[src/rtl/dram_arbiter.sv]
// dram_arbiter: two-master arbiter in front of the shared DRAM request port.
// Round-robin (or fixed) grant, registered DRAM request, completion routing, watchdog.
module dram_arbiter #(
    parameter int ADDR_W     = 24,
    parameter int DATA_W     = 32,
    parameter int FIXED_PRIO = 0,
    parameter int TIMEOUT    = 1024
) (
    input  logic              clk,
    input  logic              rst,
    input  logic              m0_req_read,
    input  logic              m0_req_write,
    input  logic [ADDR_W-1:0] m0_addr,
    input  logic [DATA_W-1:0] m0_data_out,
    output logic [DATA_W-1:0] m0_data_in,
    output logic              m0_data_valid,
    output logic              m0_write_complete,
    output logic              m0_error,
    input  logic              m1_req_read,
    input  logic              m1_req_write,
    input  logic [ADDR_W-1:0] m1_addr,
    input  logic [DATA_W-1:0] m1_data_out,
    output logic [DATA_W-1:0] m1_data_in,
    output logic              m1_data_valid,
    output logic              m1_write_complete,
    output logic              m1_error,
    output logic [ADDR_W-1:0] dram_addr,
    output logic [DATA_W-1:0] dram_data_out,
    output logic              dram_req_read,
    output logic              dram_req_write,
    input  logic [DATA_W-1:0] dram_data_in,
    input  logic              dram_data_valid,
    input  logic              dram_write_complete,
    output logic [1:0]        grant,
    output logic              busy
);

    localparam int CW = (TIMEOUT > 1) ? $clog2(TIMEOUT) : 1;

    typedef enum logic [1:0] {
        IDLE,
        BUSY,
        DONE
    } state_e;

    state_e            state_q, state_d;
    logic [1:0]        grant_q, grant_d;
    logic              last_q, last_d;
    logic [ADDR_W-1:0] addr_q, addr_d;
    logic [DATA_W-1:0] wdata_q, wdata_d;
    logic              rd_q, rd_d;
    logic              wr_q, wr_d;
    logic [DATA_W-1:0] rdata0_q, rdata0_d;
    logic [DATA_W-1:0] rdata1_q, rdata1_d;
    logic [1:0]        dv_q, dv_d;
    logic [1:0]        wc_q, wc_d;
    logic [1:0]        err_q, err_d;
    logic [CW-1:0]     wdog_q, wdog_d;

    logic req0, req1;
    logic win;
    logic win_wr;
    logic tmo;

    assign req0 = m0_req_read | m0_req_write;
    assign req1 = m1_req_read | m1_req_write;

    // watchdog fires on the BUSY edge that completes TIMEOUT cycles
    assign tmo = (TIMEOUT != 0) && (wdog_q == CW'(TIMEOUT - 1));

    // next-state: grant selection, completion routing, watchdog abort
    always_comb begin
        state_d  = state_q;
        grant_d  = grant_q;
        last_d   = last_q;
        addr_d   = addr_q;
        wdata_d  = wdata_q;
        rd_d     = rd_q;
        wr_d     = wr_q;
        rdata0_d = rdata0_q;
        rdata1_d = rdata1_q;
        dv_d     = 2'b00;
        wc_d     = 2'b00;
        err_d    = 2'b00;
        wdog_d   = wdog_q;
        win      = 1'b0;
        win_wr   = 1'b0;

        unique case (state_q)
            IDLE: begin
                if (req0 || req1) begin
                    if (req0 && req1) begin
                        win = (FIXED_PRIO != 0) ? 1'b0 : ~last_q;
                    end else begin
                        win = req1;
                    end
                    win_wr  = win ? m1_req_write : m0_req_write;
                    addr_d  = win ? m1_addr : m0_addr;
                    wdata_d = win ? m1_data_out : m0_data_out;
                    wr_d    = win_wr;
                    rd_d    = ~win_wr;
                    grant_d = win ? 2'b10 : 2'b01;
                    last_d  = win;
                    wdog_d  = '0;
                    state_d = BUSY;
                end
            end
            BUSY: begin
                wdog_d = wdog_q + 1'b1;
                if (rd_q && dram_data_valid) begin
                    rd_d         = 1'b0;
                    dv_d[last_q] = 1'b1;
                    if (last_q) begin
                        rdata1_d = dram_data_in;
                    end else begin
                        rdata0_d = dram_data_in;
                    end
                    state_d = DONE;
                end else if (wr_q && dram_write_complete) begin
                    wr_d         = 1'b0;
                    wc_d[last_q] = 1'b1;
                    state_d      = DONE;
                end else if (tmo) begin
                    rd_d          = 1'b0;
                    wr_d          = 1'b0;
                    err_d[last_q] = 1'b1;
                    state_d       = DONE;
                end
            end
            DONE: begin
                grant_d = 2'b00;
                state_d = IDLE;
            end
            default: begin
                grant_d = 2'b00;
                rd_d    = 1'b0;
                wr_d    = 1'b0;
                state_d = IDLE;
            end
        endcase
    end

    // state and output registers with synchronous reset
    always_ff @(posedge clk) begin
        if (rst) begin
            state_q  <= IDLE;
            grant_q  <= 2'b00;
            last_q   <= 1'b1;
            addr_q   <= '0;
            wdata_q  <= '0;
            rd_q     <= 1'b0;
            wr_q     <= 1'b0;
            rdata0_q <= '0;
            rdata1_q <= '0;
            dv_q     <= 2'b00;
            wc_q     <= 2'b00;
            err_q    <= 2'b00;
            wdog_q   <= '0;
        end else begin
            state_q  <= state_d;
            grant_q  <= grant_d;
            last_q   <= last_d;
            addr_q   <= addr_d;
            wdata_q  <= wdata_d;
            rd_q     <= rd_d;
            wr_q     <= wr_d;
            rdata0_q <= rdata0_d;
            rdata1_q <= rdata1_d;
            dv_q     <= dv_d;
            wc_q     <= wc_d;
            err_q    <= err_d;
            wdog_q   <= wdog_d;
        end
    end

    assign dram_addr         = addr_q;
    assign dram_data_out     = wdata_q;
    assign dram_req_read     = rd_q;
    assign dram_req_write    = wr_q;
    assign grant             = grant_q;
    assign busy              = (state_q != IDLE);
    assign m0_data_in        = rdata0_q;
    assign m1_data_in        = rdata1_q;
    assign m0_data_valid     = dv_q[0];
    assign m1_data_valid     = dv_q[1];
    assign m0_write_complete = wc_q[0];
    assign m1_write_complete = wc_q[1];
    assign m0_error          = err_q[0];
    assign m1_error          = err_q[1];

endmodule

[config.mk]
export PLATFORM = sky130hd
export DESIGN_NAME = dram_arbiter
export DESIGN_NICKNAME = d
export VERILOG_FILES = /design/src/rtl/dram_arbiter.sv
export SDC_FILE = /design/constraint.sdc
export NUM_CORES = 1
export LEC_CHECK = 0
export CORE_MARGIN = 4
export CORE_UTILIZATION = 40
export DETAILED_ROUTE_END_ITERATION = 7
export HOLD_SLACK_MARGIN = 0.15
export PLACE_DENSITY_LB_ADDON = 0.15
export SLEW_MARGIN = 15
export SYNTH_ARGS = -nofsm -noshare
export SYNTH_HDL_FRONTEND = slang
export SYNTH_SLANG_ARGS = --single-unit
[constraint.sdc]
create_clock -name clk -period 3 [get_ports clk]
set_input_delay 0.6 -clock clk [delete_from_list [all_inputs] [get_ports clk]]
set_output_delay 0.6 -clock clk [all_outputs]
set_load 0.1 [all_outputs]
==> results of run 1 <==
==> state kept, by name (all words and copies together), names as in the netlist <==
signal          flops
dram_addr          24
dram_data_out      32
dram_req_read       1
dram_req_write      1
dv_q                2
err_q               2
grant               2
last_q              1
m0_data_in         32
m1_data_in         32
state_q             2
wc_q                2
wdog_q             10
==> worst max-delay path: cells and delay by family <==
family,cells,cell delay (ps)
AND/OR/NAND/NOR,3,930
AO/OA/AOI/OAI,1,110
buffers and inverters,2,810
==> stage by stage <==
step / hold WS, ps / instance area [um^2] / setup slack [ps] / total power, mW
floorplan: 453 / 5290 / 686 / 3.26
global placement: 442 / 7870 / 557 / 3.74
detailed placement: 447 / 7870 / 440 / 3.76
CTS: 455 / 8490 / 881 / 5.93
global route: 472 / 8490 / 775 / 6.10
finish: 453 / 8490 / 833 / 5.89
==> cells by family (layout without fill, tap and decap cells) <==
family / count (synthesis) / in the layout / share of synthesized area
compound gates: 154 / 154 / 0.209
fa+ha+maj: 1 / 1 / 0.00237
buf+inv: 54 / 328 / 0.0506
flops: 143 / 143 / 0.541
mux: 1 / 1 / 0.00213
simple gates: 245 / 245 / 0.195
==> routing by layer <==
| layer | vias to the layer above | track usage | part of all wire |
|---|---|---|---|
| li1 | 2675 | - | - |
| met1 | 2647 | 0.267 | 0.39 |
| met2 | 264 | 0.382 | 0.48 |
| met3 | 38 | 0.0769 | 0.095 |
| met4 | 0 | 0.105 | 0.035 |
| met5 | - | 0 | 0 |
==> area by class of cell <==
| cell class | count | area (um^2) |
|---|---|---|
| fillers | 1057 | 4280 |
| repair buffers | 292 | 2610 |
| clock inverters | 13 | 163 |
| flip-flops and latches | 143 | 2860 |
| clock buffers | 19 | 453 |
| multi-input cells | 401 | 2180 |
| well taps | 172 | 215 |
| inverters | 4 | 15.0 |
==> cell usage in the layout, fill, tap and decap left out, types with 6 or more instances in the layout <==
cell             instances
buf_4                  139
clkbuf_16               17
nand3_1                 10
nor2_1                  69
a21oi_1                 77
a222oi_1                56
nand2_1                135
dfxtp_1                143
clkdlybuf4s50_1        150
o21ai_0                  6
==> path summary, 6_finish.rpt <==
check                            to  slack, ps           start  cells past startpoint
hold reg to reg      m0_data_in[21]        450  m0_data_in[21]                      2
setup reg to reg     m0_data_in[22]       1160      state_q[0]                      5
setup / recovery  dram_data_out[30]        830    m0_req_write                      6
hold / removal       m0_data_in[21]        450  m0_data_in[21]                      2
==> power by group through the flow <==
stage | combinational, mW | sequential (mW) | clock (mW)
floorplan | 0.383 | 2.88 | 0
global placement | 1.62 | 2.12 | 0
detailed placement | 1.64 | 2.13 | 0
CTS | 1.64 | 2.09 | 2.20
global route | 1.70 | 2.10 | 2.29
finish | 1.64 | 2.09 | 2.16
==> results.md, run 1 <==
- Run status: finished clean
- Peak Freq: roughly 460 MHz
- Final cell count without fillers: ~1,000
- Ys flop type: dfxtp_1
- Share of layout cells above drive strength 1: 0.211
- Peak per-stage delay on the critical path: between 500 and 600 ps
- Post-Place Cells: between 1,000 and 1,500
- Crit share post-route: 0.722
- Synth Register Bits: between 100 and 150
- Relative slew slack: 0.520
- Net Switching: around 2.0 mW
- Max-cap viol count: 0
- Final core occ: 0.665
- Async set-reset flop share out of synthesis: 0
- Post-CTS sizing: 0
- Register share of total power: 0.355
- Worst path cell trace: clkdlybuf4s50_1 > or4_4 > nand2_2 > buf_12 > a222oi_1 > nor2_1
- Congestion Overflow GR: 0
- GPL Wtd Cong: 0.824
- Die area: approximately 0.015 mm^2
- Yosys cell types: 40
- Synth area leader: dfxtp_1
- Worst Hold Class: flop to flop
- CTS tree: yes
- Postcts setup bufs: 0
- Syn. warnings: 0
- PD cells: between 600 and 700 mW/mm^2
- Static leakage: approximately 3.4 nW
- Clock Sink Count: 143
- # setup viols final: 0
- H-tree depth: 4
- Vias/cell: between 5 and 6
- Crit path launch type: primary input
- Setup crit end kind: flop
- Vias: around 5,600
- # IOs: around 280
- Yosys top cell area share: 0.541
- Clk Latency, worst-skew pair: slightly above 400 ps
- Fin crit period: between 2000 and 2500 ps
- DRC Markers: 0
- Clock buffer depth: 2
- P&R area growth vs syn: 60.6%
- # nets final: between 1,000 and 1,500
- EDFF count, synth: 0
- Final wirelength: between 15,000 and 20,000 um
- Largest net degree at the start of global routing: 70
- First-pass iteration count of the detailed router: 7
- Post-synth top cells: dfxtp_1 (143), nand2_1 (135), a21oi_1 (77), nor2_1 (69), a222oi_1 (56)
- Detail Route Antenna Nets: 0
- Fin. Hold Viols: 0
- Setup TNS: 0 ps
- Dominant cell by count in the synthesized netlist: dfxtp_1
- Vias in the first global route: 5,582
- Initial antenna violation count: 0
- Cell count after synthesis: about 600
- Clk_skew: ~7.2 ps
- Die W: approximately 120 um
- Initial DRC Count: 659
- Die Y: roughly 120 um
- Register area share after synthesis: 0.541
- Tot GR Track Use: 0.229
- Comb pwr share: 0.278
- WP data arrival: between 2000 and 3000 ps
- Final Slew Violations: 0
- First-pass GRT wire length: around 27,000 um
- Post-cts hold buffer count: 0
- Crit path max-delay cell type: or4_4
- Num CTS Buffers: 17
- # rows: 41
- Clock slew at reported path FFs: around 60 ps
- Worst Path Required: about 3300 ps
- Avg Cell Area, Syn: ~8.8 um^2
- Core area: about 0.013 mm^2
- Cell area after synthesis: between 0.005 and 0.006 mm^2
- Port-buffer cells: 282
- CTS Root Cell: clkbuf_16
- Clock network power share: 0.367
- Routed length per instance: between 15 and 20 um
- CP Max Fanout: between 50 and 60
- RSZ-0062 raised after global routing: false
- # diodes: 0
- Top area cells in the synthesized netlist: dfxtp_1 (54%), a222oi_1 (11%), nand2_1 (9.6%)
- Peak supply drop: 0.000430 V
- Int Power: about 3.8 mW
- Starting Density: 0.414
- Crit Path Class: primary input to flop
- Switching share of power: 0.346
- Syn Nets: 751
- Hpwl dp: between 10,000 and 15,000 um
- Worst Tran Pin Value: just over 700 ps
Note: power is estimated with default switching activity, not from simulation.
==> inputs of run 2 (changes only) <==
Settings changed: CORE_UTILIZATION 40 to 39.
Clock period 3 ns to 2.1 ns, I/O delays scaled along.
==> run 2 against run 1 <==
Compared with the run above:
- die area increased by 2.4%
- cell area is 3.1% higher
- register-to-register slack worse by 920 ps
- sequential cell count unchanged
- clock-buffer cell count did not move
==> results.md, run 2 (same netlist as run 1, synthesis figures left out) <==
- H-tree depth: 4
- First-pass iteration count of the detailed router: 8
- Initial DRC Count: between 600 and 700
- Tot GR Track Use: 0.233
- Crit path launch type: flop
- Commonest non-fill, non-tap cell in the layout: clkdlybuf4s50_1
- # setup viols final: 0
- # diodes: 0
- CP Max Fanout: 19
- Post-cts hold buffer count: 0
- Final Slew Violations: 0
- Die Y: between 100 and 150 um
- Num CTS Buffers: 17
- WP data arrival: ~2200 ps
- Initial antenna violation count: 0
- Worst Setup SP: state_q[0]
- Relative slew slack: 0.479
- Setup crit end kind: flop
- Die area: 0.0155 mm^2
- Fillers: ~1,100
- Share of layout cells above drive strength 1: 0.226
- Vias in the first global route: 5,636
- Worst Hold Class: primary input to flop
- Setup TNS: 0 ps
- Port-buffer cells: roughly 280
- Clk_skew: ~6.0 ps
- Largest delay contributor family on the critical path: simple AND/OR/NAND/NOR gates
- Post-CTS sizing: 0
- RSZ-0062 raised after global routing: false
- Clk Latency, worst-skew pair: around 420 ps
- P&R area growth vs syn: 65.5%
- Clock slew at reported path FFs: 60 ps
- Congestion Overflow GR: 0
- CTS Root Cell: clkbuf_16
- Largest net degree at the start of global routing: 45
- Postcts setup bufs: 0
- Vias: approximately 5,700
- Crit path max-delay cell type: nor3_4
- Vias/cell: 5.39
- Crit Path Class: flop to flop
- DRC Markers: 0
- Max-cap viol count: 0
- Crit path buf inv count: 2
- Static leakage: 3.49 nW
- GPL Wtd Cong: 0.851
- Starting Density: 0.399
- CTS tree: yes
- Minimum hold slack: slightly above 400 ps
- Hold wc startpoint: rst
- Final wirelength: roughly 19,000 um
- Die W: about 120 um
- Detail Route Antenna Nets: 0
- Clock buffer depth: 2
- Peak Freq: around 540 MHz
- Commonest non-fill, non-tap cells in the layout: clkdlybuf4s50_1 (150), buf_4 (144), dfxtp_1 (142)
- PD cells: between 900 and 1000 mW/mm^2
- Fin crit period: ~1900 ps
- Peak supply drop: 0.000532 V
- First-pass GRT wire length: slightly below 30,000 um
- # IOs: 283
- Worst Path Required: 2450 ps
- Routed length per instance: between 15 and 20 um
- Crit share post-route: 0.886
- Worst r2r src: state_q[0]
- Run status: finished clean
- Clock Sink Count: between 100 and 150
- # nets final: approximately 1,000
- Fin. Hold Viols: 0
- Peak per-stage delay on the critical path: 690 ps
- # rows: 42
- Hpwl dp: around 14,000 um
- Worst path cell trace: nor2_2 > inv_1 > nor3_4 > buf_12 > a222oi_1 > nor2_1
- Worst Tran Pin Value: 778 ps
- Core area: 0.0132 mm^2
-- run 2: worst register-to-register path: cells and delay by family, from the launching register on --
family	cells	cell delay (ps)
buffers and inverters	2	360
DFF	1	370
AOI/OAI and AO/OA	1	120
and+or+nand+nor	3	940
-- run 2: layout make-up --
type	count	area (um^2)	share of cell area
inverter	4	15.0	0.00172
timing repair buffer	308	2860	0.327
tap	176	220	0.0252
clock inverter	13	161	0.0184
sequential	143	2860	0.327
multi-input combinational	401	2180	0.249
clock buffer	19	453	0.0518
-- run 2: path summary, 6_finish.rpt --
path              slack (ps)  depth (start not counted)           endpoint
setup / recovery         240                          6  dram_data_out[12]
hold / removal           410                          2      dram_addr[13]
setup reg to reg         240                          6  dram_data_out[12]
hold reg to reg          460                          2     m1_data_in[23]
-- run 2: report_power, final --
group,total (mW),internal [mW],switching [mW]
clock,3.08,1.93,1.15
sequential,2.99,2.88,0.115
combinational,2.44,0.769,1.67
total,8.51,5.58,2.93
-- run 2: per-stage QoR --
stage	area, um^2	utilization	instances	total power [mW]	setup slack, ps
global placement	8140	0.615	1032	5.45	-100
floorplan	5290	-	598	4.66	11.8
global route	8750	0.661	1064	8.81	84.6
CTS	8750	0.661	1064	8.57	228
finish	8750	0.661	1064	8.51	240
detailed placement	8140	0.615	1032	5.48	-157
-- run 2: metal layers --
metal / wire length [um] / part of all wire / track usage / vias up
met5: 0 / 0 / 0 / -
met4: 532 / 0.028 / 0.0954 / 0
met3: 1900 / 0.10 / 0.0913 / 37
met2: 9230 / 0.49 / 0.395 / 322
met1: 7020 / 0.38 / 0.261 / 2659
li1: - / - / - / 2712
